[src/rtl/mem_controller.sv]
// rtl/mem_controller.sv - single-port RAM arbiter shared by the Fetch and Memory-stage requesters
module mem_controller #(
    parameter int ADDR_W     = 32,
    parameter int DATA_W     = 32,
    parameter int STARVE_MAX = 4
) (
    input  logic              clock,
    input  logic              reset,
    input  logic              if_mc_req,
    input  logic [ADDR_W-1:0] if_mc_addr,
    output logic              mc_if_ack,
    output logic [DATA_W-1:0] mc_if_data,
    input  logic              mem_mc_req,
    input  logic              mem_mc_rw,
    input  logic [ADDR_W-1:0] mem_mc_addr,
    input  logic [DATA_W-1:0] mem_mc_wdata,
    output logic              mc_mem_ack,
    output logic [DATA_W-1:0] mc_mem_data,
    output logic              mc_ram_en,
    output logic              mc_ram_we,
    output logic [ADDR_W-1:0] mc_ram_addr,
    output logic [DATA_W-1:0] mc_ram_wdata,
    input  logic [DATA_W-1:0] ram_mc_rdata,
    input  logic              ram_mc_ready
);
    typedef enum logic [1:0] {IDLE, BUSY_IF, BUSY_MEM} state_t;

    localparam logic [3:0] STARVE_LIM = 4'(STARVE_MAX);

    state_t     state;
    logic [3:0] starve_cnt;
    logic       if_want;
    logic       mem_want;
    logic       grant_mem;
    logic       grant_if;

    // A requester being acked this cycle still holds req; mask it so it is not re-served.
    always_comb begin
        if_want   = if_mc_req && !mc_if_ack;
        mem_want  = mem_mc_req && !mc_mem_ack;
        grant_mem = mem_want && !(if_want && (starve_cnt == STARVE_LIM));
        grant_if  = if_want && !grant_mem;
    end

    always_ff @(posedge clock or negedge reset) begin
        if (!reset) begin
            state        <= IDLE;
            starve_cnt   <= '0;
            mc_if_ack    <= 1'b0;
            mc_if_data   <= '0;
            mc_mem_ack   <= 1'b0;
            mc_mem_data  <= '0;
            mc_ram_en    <= 1'b0;
            mc_ram_we    <= 1'b0;
            mc_ram_addr  <= '0;
            mc_ram_wdata <= '0;
        end else begin
            mc_if_ack  <= 1'b0;
            mc_mem_ack <= 1'b0;
            case (state)
                IDLE: begin
                    if (grant_mem) begin
                        state        <= BUSY_MEM;
                        mc_ram_en    <= 1'b1;
                        mc_ram_we    <= mem_mc_rw;
                        mc_ram_addr  <= mem_mc_addr;
                        mc_ram_wdata <= mem_mc_wdata;
                        if (!if_want) begin
                            starve_cnt <= '0;
                        end else if (starve_cnt != STARVE_LIM) begin
                            starve_cnt <= starve_cnt + 4'd1;
                        end
                    end else if (grant_if) begin
                        state        <= BUSY_IF;
                        mc_ram_en    <= 1'b1;
                        mc_ram_we    <= 1'b0;
                        mc_ram_addr  <= if_mc_addr;
                        mc_ram_wdata <= '0;
                        starve_cnt   <= '0;
                    end
                end
                BUSY_IF: begin
                    if (ram_mc_ready) begin
                        state      <= IDLE;
                        mc_ram_en  <= 1'b0;
                        mc_ram_we  <= 1'b0;
                        mc_if_ack  <= 1'b1;
                        mc_if_data <= ram_mc_rdata;
                    end
                end
                BUSY_MEM: begin
                    if (ram_mc_ready) begin
                        state      <= IDLE;
                        mc_ram_en  <= 1'b0;
                        mc_ram_we  <= 1'b0;
                        mc_mem_ack <= 1'b1;
                        if (!mc_ram_we) begin
                            mc_mem_data <= ram_mc_rdata;
                        end
                    end
                end
                default: state <= IDLE;
            endcase
        end
    end
endmodule

[config.mk]
export PLATFORM = sky130hd
export DESIGN_NAME = mem_controller
export DESIGN_NICKNAME = d
export VERILOG_FILES = /design/src/rtl/mem_controller.sv
export SDC_FILE = /design/constraint.sdc
export NUM_CORES = 1
export LEC_CHECK = 0
export ABC_AREA = 1
export CAP_MARGIN = 20
export CORE_MARGIN = 10
export CORE_UTILIZATION = 35
export DETAILED_ROUTE_END_ITERATION = 12
export PLACE_DENSITY = 0.67
export SETUP_SLACK_MARGIN = 0.2
export SYNTH_ARGS = -nofsm -noshare
export SYNTH_HDL_FRONTEND = slang
export SYNTH_SLANG_ARGS = --single-unit
[constraint.sdc]
create_clock -name clock -period 2.6 [get_ports clock]
set_clock_uncertainty 0.05 [all_clocks]
set_input_delay 0.78 -clock clock [delete_from_list [all_inputs] [get_ports clock]]
set_output_delay 0.78 -clock clock [all_outputs]
set_load 0.005 [all_outputs]
== After elaboration in Yosys (flattened, before gate mapping) ==
Index checks and enable logic that the tools add are counted.
Widths: inputs -> output; s select.

* Word-level logic and storage cells: 60
* Input bits: 134
* Output and inout port bits: 132
* Register bits: 138

* Equality and inequality tests: 7
* Bitwise operators: 1
* Mux-type cells: 22
* Add/subtract/negate cells: 1
* Reductions and logical operators: 19

{| class="wikitable"
|+ Operator list
! kind !! number
|-
| $mux 32 || 4
|-
| $mux 4 || 4
|-
| $reduce_and 3->1 || 3
|-
| $mux 1 || 8
|-
| $mux 2 || 3
|-
| $reduce_and 2->1 || 3
|-
| $logic_and 1x1->1 || 5
|-
| $add 4x1->4 const B || 1
|-
| $eq 4x3->1 const B || 1
|-
| $logic_not 1->1 || 4
|-
| $ne 4x3->1 const B || 1
|-
| $pmux 1 s2 || 2
|-
| $pmux 2 s2 || 1
|-
| $reduce_bool 2->1 || 2
|-
| $ne 3x2->1 const B || 1
|-
| $ne 3x3->1 const B || 1
|-
| $eq 2x1->1 const B || 1
|-
| $eq 2x2->1 const B || 1
|-
| $logic_not 2->1 || 1
|-
| $ne 2x1->1 const B || 1
|-
| $reduce_or 2->1 || 1
|-
| $not 1->1 || 1
|}

== Logic depth before layout (Yosys ltp) ==
Gate-level depths: netlist of run 1.

* Word-level depth: 10
* Mapped depth: 10

== Worst setup path after synthesis of run 1 ==
OpenSTA, ideal clock, no wires.

* Path kind: input -> register
* Start: input port ram_mc_ready
* End: register mc_mem_data[10]
* Setup slack: 914 ps
* Buffers on the path: 2
* Data arrival time: 1506 ps
* Data required time: 2420 ps
* Setup time: 130 ps
* Stages: 6
* Cell sequence: nand2_1 or2_2 buf_2 buf_2 nand2_1 o21ai_0

* Word-level cells in the longest chain between the ends: 1

{| class="wikitable"
|+ RTL lines
! item !! RTL line !! RTL
|-
| start, declared || 24 || <nowiki>input logic ram_mc_ready</nowiki>
|-
| $reduce_and 3->1 (no source line) || - ||
|-
| end signal, assigned || 98 || <nowiki>mc_mem_data <= ram_mc_rdata;</nowiki>
|-
| end, declared || 18 || <nowiki>output logic [DATA_W-1:0] mc_mem_data,</nowiki>
|}

No other way between the ends.
A chain may end at the register's enable or synchronous reset.

== Worst setup path after layout of run 1 ==
* Start: register mc_ram_we
* End: output port mc_ram_we

{| class="wikitable"
|+ RTL lines
! item !! RTL line !! RTL
|-
| start, declared || 20 || <nowiki>output logic mc_ram_we,</nowiki>
|-
| start signal, assigned || 65 || <nowiki>mc_ram_we <= mem_mc_rw;</nowiki>
|}

No word-level cell between the ends.

==> out/metrics.json, run 1 <==
{
  "outcome": "completed",
  "period_needed_ns": 2.19,
  "total_detailed_routing_wirelength_um": 19200,
  "cts_sinks": 138,
  "syn_avg_cell_area_sq_um": 9.14,
  "ratio_of_cells_with_drive_above_1_in_the_final_layout_pct": 6.80,
  "die-width_um": 147,
  "place.detailed.hpwl_um": 14000,
  "final_worst_path_period_share_pct": 84.2,
  "hold_violations": 0,
  "synth-seq-cells": 138,
  "grt_pass1_wl_um": 30300,
  "antenna_found_initial": 0,
  "end_kind": "output port",
  "worstHoldPathType": "in -> async",
  "timing_worst_setup_path_type": "reg -> out",
  "design_power_total_mw": 10.1,
  "cts_hold_repair.buffers": 0,
  "yosysWarnings": 0,
  "power.share.combinational_pct": 42.6,
  "worst_setup_hold_path_clk_slew_ns": 0.06,
  "maxSlewHeadroom_pct": 69.4,
  "numPortBuffers": 265,
  "ctsRootBufferMaster": "sky130_fd_sc_hd__clkbuf_16",
  "synthesis.instances": 622,
  "io_pins": 266,
  "drt-pass1-iter-count": 4,
  "dieArea_sq_um": 21700,
  "worst_path_largest_cell_delay_ns": 0.57,
  "p_per_area_nw_per_um2": 1100,
  "yosysUniqueCellTypes": 22,
  "die_height_um": 147,
  "fmax_mhz": 457,
  "internal_power_mw": 6.73,
  "remaining_drc_errors": 0,
  "worst_setup_path_start_kind": "register",
  "via_count_of_the_first_global_routing_pass": 5149,
  "totalNegativeSetupSlack_ns": 0,
  "timing.critical_path.arrival_ns": 1.36,
  "starting_density_pct": 35.8,
  "first_iter_violations": 406,
  "routedWlPerCell_um": 17.3,
  "cts-root-to-sink-buffers": 2,
  "num_rows": 46,
  "core_region_area_sq_um": 15900,
  "power.ir.vdd_worst_mv": 0.506,
  "cts_tree": "yes",
  "mostFrequentLayoutCells": "sky130_fd_sc_hd__clkdlybuf4s50_1 (264), sky130_fd_sc_hd__nand2_1 (208), sky130_fd_sc_hd__dfrtp_1 (138)",
  "number_of_buffers_added_by_the_clock_tree_synthesis_step": 17,
  "nNetsFinal": 1024,
  "n_antenna_cell": 0,
  "antenna_violating_nets_post_route": 0,
  "number_of_vias_in_the_routed_layout": 5131,
  "cts_repair_resize_count": 0,
  "grt_max_degree": 66,
  "max_slew_violation_count": 0,
  "groute.usage.overall_pct": 17.5,
  "clk-insertion-delay-late_ns": 0.41,
  "power.switching_mw": 3.36,
  "setup-violations-final": 0,
  "cts_max_level": 4,
  "grt_setup_unrepaired": "false",
  "syn_to_final_growth_pct": 60.6,
  "routed_via_density": 4.61,
  "gr-total-overflow": 0,
  "filler_cell_count": 1472,
  "critical_path_buf_inv_count": 1,
  "crit_family": "buffers and inverters",
  "synth.yosys.seq_area_share_pct": 60.8,
  "number_of_buffers_added_for_setup_after_cts": 0,
  "worst_path_required_ns": 1.77,
  "mappedNetlistArea_sq_um": 5680,
  "leakagePower_nw": 4.26,
  "maxCapViolations": 0,
  "cells_along_the_critical_path": "clkdlybuf4s50_1",
  "p_clk_share_pct": 21.4,
  "path_max_fanout": 3,
  "critical-path-slowest-cell": "sky130_fd_sc_hd__clkdlybuf4s50_1",
  "worst_slew_pin_slew_ns": 0.459,
  "finalWeightedCongestion": 0.798,
  "layout.cells.most_common": "sky130_fd_sc_hd__clkdlybuf4s50_1",
  "sw_frac_of_total_pct": 33.3,
  "synth.net_count": 762,
  "proportion_of_power_drawn_by_flip_flops_and_latches_pct": 36.1
}
[area by class of cell]
cell class	instances	area [sq um]	share of cell area, %
clock buffer	20	447	4.89
sequential	138	3450	37.8
clock inverter	12	77.6	0.850
timing repair buffer	283	2850	31.2
multi-input combinational	398	1860	20.4
tap	216	270	2.96
inverter	46	173	1.89
[routing by layer]
layer  vias to the layer above  GRT usage (%)  part of all wire (%)
li1                       2540              -                     -
met1                      2369           22.2                    42
met2                       206           26.2                    45
met3                        16           8.33                    12
met4                         0           5.00                   1.3
met5                         -              0                     0
[Yosys cell counts (all sizes together)]
| cell type | number | area (sq um) |
|---|---|---|
| a21oi | 1 | 16.3 |
| buf | 23 | 139 |
| clkbuf | 17 | 63.8 |
| dfrtp | 138 | 3450 |
| ha | 6 | 75.1 |
| inv | 46 | 173 |
| nand2 | 212 | 808 |
| nand3 | 67 | 335 |
| nand3b | 1 | 7.51 |
| nand4 | 35 | 219 |
| nor2 | 3 | 18.8 |
| o21ai | 69 | 345 |
| or2 | 2 | 12.5 |
| xnor2 | 1 | 8.76 |
| xor2 | 1 | 8.76 |
[power by group through the flow]
stage,clock network [mW],logic [mW],registers [mW]
finish,2.15,4.30,3.64
global route,2.31,4.80,3.77
CTS,2.21,4.40,3.64
detailed placement,0,4.38,3.65
global placement,0,4.34,3.64
floorplan,0,1.58,3.71
[flip-flops by register name (all words and copies together), names as in the netlist, 2 cells and up]
signal,cells
state,2
mc_ram_addr,32
mc_mem_data,32
mc_if_data,32
mc_ram_wdata,32
starve_cnt,4
[through the flow]
| step | worst slack, ns | instances | instance area (sq um) | hold slack, ns | utilization [%] |
|---|---|---|---|---|---|
| 2_1_floorplan | 0.914 | 622 | 5680 | 0.422 | - |
| 3_3_place_gp | 0.306 | 1081 | 8610 | 0.411 | 54.2 |
| 3_5_place_dp | 0.251 | 1081 | 8610 | 0.414 | 54.2 |
| 4_1_cts | 0.377 | 1113 | 9130 | 0.233 | 57.5 |
| 5_1_grt | 0.354 | 1113 | 9130 | 0.245 | 57.5 |
| 6_report | 0.410 | 1113 | 9130 | 0.230 | 57.5 |
[final timing paths]
kind / from / endpoint / slack (ns) / cells past startpoint
worst max-delay path: mc_ram_we$_DFFE_PN0P_ / mc_ram_we / 0.41 / 1
worst min-delay path: reset / mc_ram_wdata[19]$_DFFE_PN0P_ / 0.23 / 1
worst max register to register: state[0]$_DFFE_PN0P_ / mc_ram_addr[26]$_DFFE_PN0P_ / 0.75 / 9
worst min register to register: mc_ram_wdata[2]$_DFFE_PN0P_ / mc_ram_wdata[2]$_DFFE_PN0P_ / 0.43 / 2
max in group asynchronous: reset / mc_if_data[15]$_DFFE_PN0P_ / 1.67 / 2
min in group clock: mc_ram_wdata[2]$_DFFE_PN0P_ / mc_ram_wdata[2]$_DFFE_PN0P_ / 0.43 / 2
[cells by family (layout without fill, tap and decap cells)]
| kind of cell | Yosys count | count (layout) | synth area share [%] |
|---|---|---|---|
| simple gates | 320 | 320 | 24.7 |
| flops | 138 | 138 | 60.8 |
| buf+inv | 86 | 361 | 6.60 |
| compound gates | 70 | 70 | 6.36 |
| fa+ha+maj | 6 | 6 | 1.32 |
| xor+xnor | 2 | 2 | 0.308 |
Note: power is estimated with default switching activity, not from simulation.
==> inputs of run 2 (changes only) <==
- clock period: 2.6 -> 2.2 ns (I/O delays scaled with it)
==> out/metrics.json, run 2 (synthesized netlist as in run 1, its figures left out) <==
{
  "fmax_mhz": 546,
  "end_kind": "output port",
  "nNetsFinal": {"value": 1028, "change": "+0.39%"},
  "grt_max_degree": {"value": 66, "change": "unchanged"},
  "cts_sinks": {"value": 138, "change": "unchanged"},
  "totalNegativeSetupSlack": {"value": 0, "unit": "ns", "change": "unchanged"},
  "num_rows": {"value": 46, "change": "unchanged"},
  "drt-pass1-iter-count": {"value": 4, "change": "unchanged"},
  "hold_violations": {"value": 0, "change": "unchanged"},
  "syn_to_final_growth_pct": 62.0,
  "critical_path_buf_inv_count": {"value": 1, "change": "unchanged"},
  "cts_max_level": {"value": 4, "change": "unchanged"},
  "groute.usage.overall": {"value": 17.0, "unit": "%", "change": "-0.50 points"},
  "post-place-ws": {"value": 0.0580, "unit": "ns", "change": "-0.193 ns"},
  "remaining_drc_errors": {"value": 0, "change": "unchanged"},
  "layoutNonFillerInstCount": {"value": 1117, "change": "+0.36%"},
  "total_detailed_routing_wirelength": {"value": 19200, "unit": "um", "change": "-0.34%"},
  "max_slew_violation_count": {"value": 0, "change": "unchanged"},
  "timing_worst_setup_path_type": "reg -> out",
  "cts-root-to-sink-buffers": {"value": 2, "change": "unchanged"},
  "numPortBuffers": {"value": 265, "change": "unchanged"},
  "mostFrequentLayoutCells": "sky130_fd_sc_hd__nand2_1 (208), sky130_fd_sc_hd__dfrtp_1 (138), sky130_fd_sc_hd__clkdlybuf4s50_1 (132)",
  "rrSetupSlack": {"value": 0.55, "unit": "ns", "change": "-0.20 ns"},
  "core_region_area": {"value": 15900, "unit": "sq um", "change": "unchanged"},
  "dieArea": {"value": 21700, "unit": "sq um", "change": "unchanged"},
  "power.ir.vdd_worst": {"value": 0.626, "unit": "mV", "change": "+24%"},
  "cells_along_the_critical_path": "dlygate4sd2_1",
  "first_iter_violations": {"value": 287, "change": "-29%"},
  "die_height": {"value": 147, "unit": "um", "change": "unchanged"},
  "worst_setup_hold_path_clk_slew": {"value": 0.06, "unit": "ns", "change": "about the same"},
  "worst_path_required": {"value": 1.49, "unit": "ns", "change": "-0.28 ns"},
  "cts_tree": "yes",
  "placedCellCount": {"value": 1084, "change": "+0.28%"},
  "worst_slew_pin_slew": {"value": 0.321, "unit": "ns", "change": "-0.138 ns"},
  "postLayoutSetupSlackWorst": {"value": 0.369, "unit": "ns", "change": "-0.0415 ns"},
  "cts_hold_repair.buffers": {"value": 0, "change": "unchanged"},
  "gr-total-overflow": {"value": 0, "change": "unchanged"},
  "ctsRootBufferMaster": "sky130_fd_sc_hd__clkbuf_16",
  "routed_via_density": {"value": 4.60, "change": "-0.32%"},
  "worstHoldPathType": "in -> async",
  "layout.cells.most_common": "sky130_fd_sc_hd__nand2_1",
  "place.detailed.hpwl": {"value": 14000, "unit": "um", "change": "+0.48%"},
  "maxSlewHeadroom": {"value": 78.6, "unit": "%", "change": "+9.2 points"},
  "p_per_area": {"value": 1270, "unit": "nW/um^2", "change": "+15%"},
  "crit_family": "flip-flops",
  "path_max_fanout": {"value": 3, "change": "unchanged"},
  "grt_setup_unrepaired": "false",
  "leakagePower": {"value": 4.89, "unit": "nW", "change": "+15%"},
  "antenna_found_initial": {"value": 0, "change": "unchanged"},
  "maxCapViolations": {"value": 0, "change": "unchanged"},
  "n_antenna_cell": {"value": 0, "change": "unchanged"},
  "io_pins": {"value": 266, "change": "unchanged"},
  "outcome": "completed",
  "via_count_of_the_first_global_routing_pass": {"value": 5119, "change": "-0.58%"},
  "finalWeightedCongestion": {"value": 0.795, "change": "-0.30%"},
  "setup-violations-final": {"value": 0, "change": "unchanged"},
  "number_of_buffers_added_by_the_clock_tree_synthesis_step": {"value": 17, "change": "unchanged"},
  "routedWlPerCell": {"value": 17.2, "unit": "um", "change": "-0.70%"},
  "timing.critical_path.arrival": {"value": 1.12, "unit": "ns", "change": "-0.24 ns"},
  "worst_setup_path_start_kind": "register",
  "worst_path_largest_cell_delay": {"value": 0.40, "unit": "ns", "change": "-0.17 ns"},
  "starting_density": {"value": 35.8, "unit": "%", "change": "unchanged"},
  "die-width": {"value": 147, "unit": "um", "change": "unchanged"},
  "critical-path-slowest-cell": "sky130_fd_sc_hd__dfrtp_1",
  "period_needed_ns": 1.83,
  "grt_pass1_wl": {"value": 29500, "unit": "um", "change": "-2.8%"},
  "final_worst_path_period_share_pct": 83.2,
  "ratio_of_cells_with_drive_above_1_in_the_final_layout": {"value": 7.44, "unit": "%", "change": "+0.64 points"},
  "antenna_violating_nets_post_route": {"value": 0, "change": "unchanged"},
  "clk-insertion-delay-late": {"value": 0.41, "unit": "ns", "change": "about the same"},
  "number_of_vias_in_the_routed_layout": {"value": 5133, "change": "+0.039%"}
}
[run 2: cell count changes in the layout (fill, tap and decap cells not counted), sizes merged, moves of 3 or more]
| cell | delta |
|---|---|
| clkdlybuf4s50 | -132 |
| dlygate4sd2 | +111 |
| dlymetal6s2s | +21 |
| bufinv | +3 |
| buf | +4 |
[run 2: layer usage]
metal  GRT usage (%)  vias up  wire length [um]
met5               0        -                 0
met4            4.16        0               108
met3            7.88       11              1770
met2            26.5      205              8900
met1            21.0     2363              8380
li1                -     2554                 -
[run 2: per-stage QoR]
step / area, sq um / total power, mW / hold WS [ns] / util, %
after floorplan: 5680 / 6.25 / 0.314 / -
after global placement: 8670 / 9.47 / 0.411 / 54.6
after detailed placement: 8670 / 9.55 / 0.414 / 54.6
after CTS: 9150 / 11.9 / 0.0683 / 57.6
after global routing: 9210 / 12.6 / 0.0731 / 58.0
final: 9210 / 11.7 / 0.0753 / 58.0
[run 2: final timing paths]
| kind | from | to | cells after the start |
|---|---|---|---|
| max in group asynchronous | reset | mc_mem_data[20]$_DFFE_PN0P_ | 2 |
| min in group clock | mc_ram_wdata[2]$_DFFE_PN0P_ | mc_ram_wdata[2]$_DFFE_PN0P_ | 2 |
| worst min register to register | mc_ram_wdata[2]$_DFFE_PN0P_ | mc_ram_wdata[2]$_DFFE_PN0P_ | 2 |
| worst max register to register | state[0]$_DFFE_PN0P_ | mc_ram_we$_DFFE_PN0P_ | 6 |
| worst max-delay path | mc_ram_we$_DFFE_PN0P_ | mc_ram_we | 1 |
| worst min-delay path | reset | mc_ram_wdata[19]$_DFFE_PN0P_ | 1 |
[run 2: area by class of cell]
cell class / instances / area, sq um
clock inverters: 11 / 143
well taps: 216 / 270
fillers: 1431 / 6680
repair buffers: 287 / 2830
inverters: 46 / 173
multi-input cells: 398 / 1860
flip-flops and latches: 138 / 3450
clock buffers: 21 / 480
[run 2: worst register-to-register path, cell delays in order, from the launching register on]
cell                       delay (ns)
sky130_fd_sc_hd__dfrtp_1         0.41
sky130_fd_sc_hd__inv_1           0.10
sky130_fd_sc_hd__ha_1            0.21
sky130_fd_sc_hd__buf_4           0.30
sky130_fd_sc_hd__nand3_1         0.18
sky130_fd_sc_hd__nand3b_1        0.18
sky130_fd_sc_hd__o21ai_0         0.10
[run 2: power by group]
group	internal, mW	switching (mW)	total [mW]	leakage (nW)
Clock	1.90	1.09	2.99	0.305
Combinational	2.20	2.25	4.45	2.85
Sequential	3.67	0.582	4.26	1.73
[run 2: repair_timing]
action	CTS	global route
endpoints found under the setup margin	111	21
setup buffers	0	1
endpoints found under the hold margin	0	0
gates resized for setup	111	21
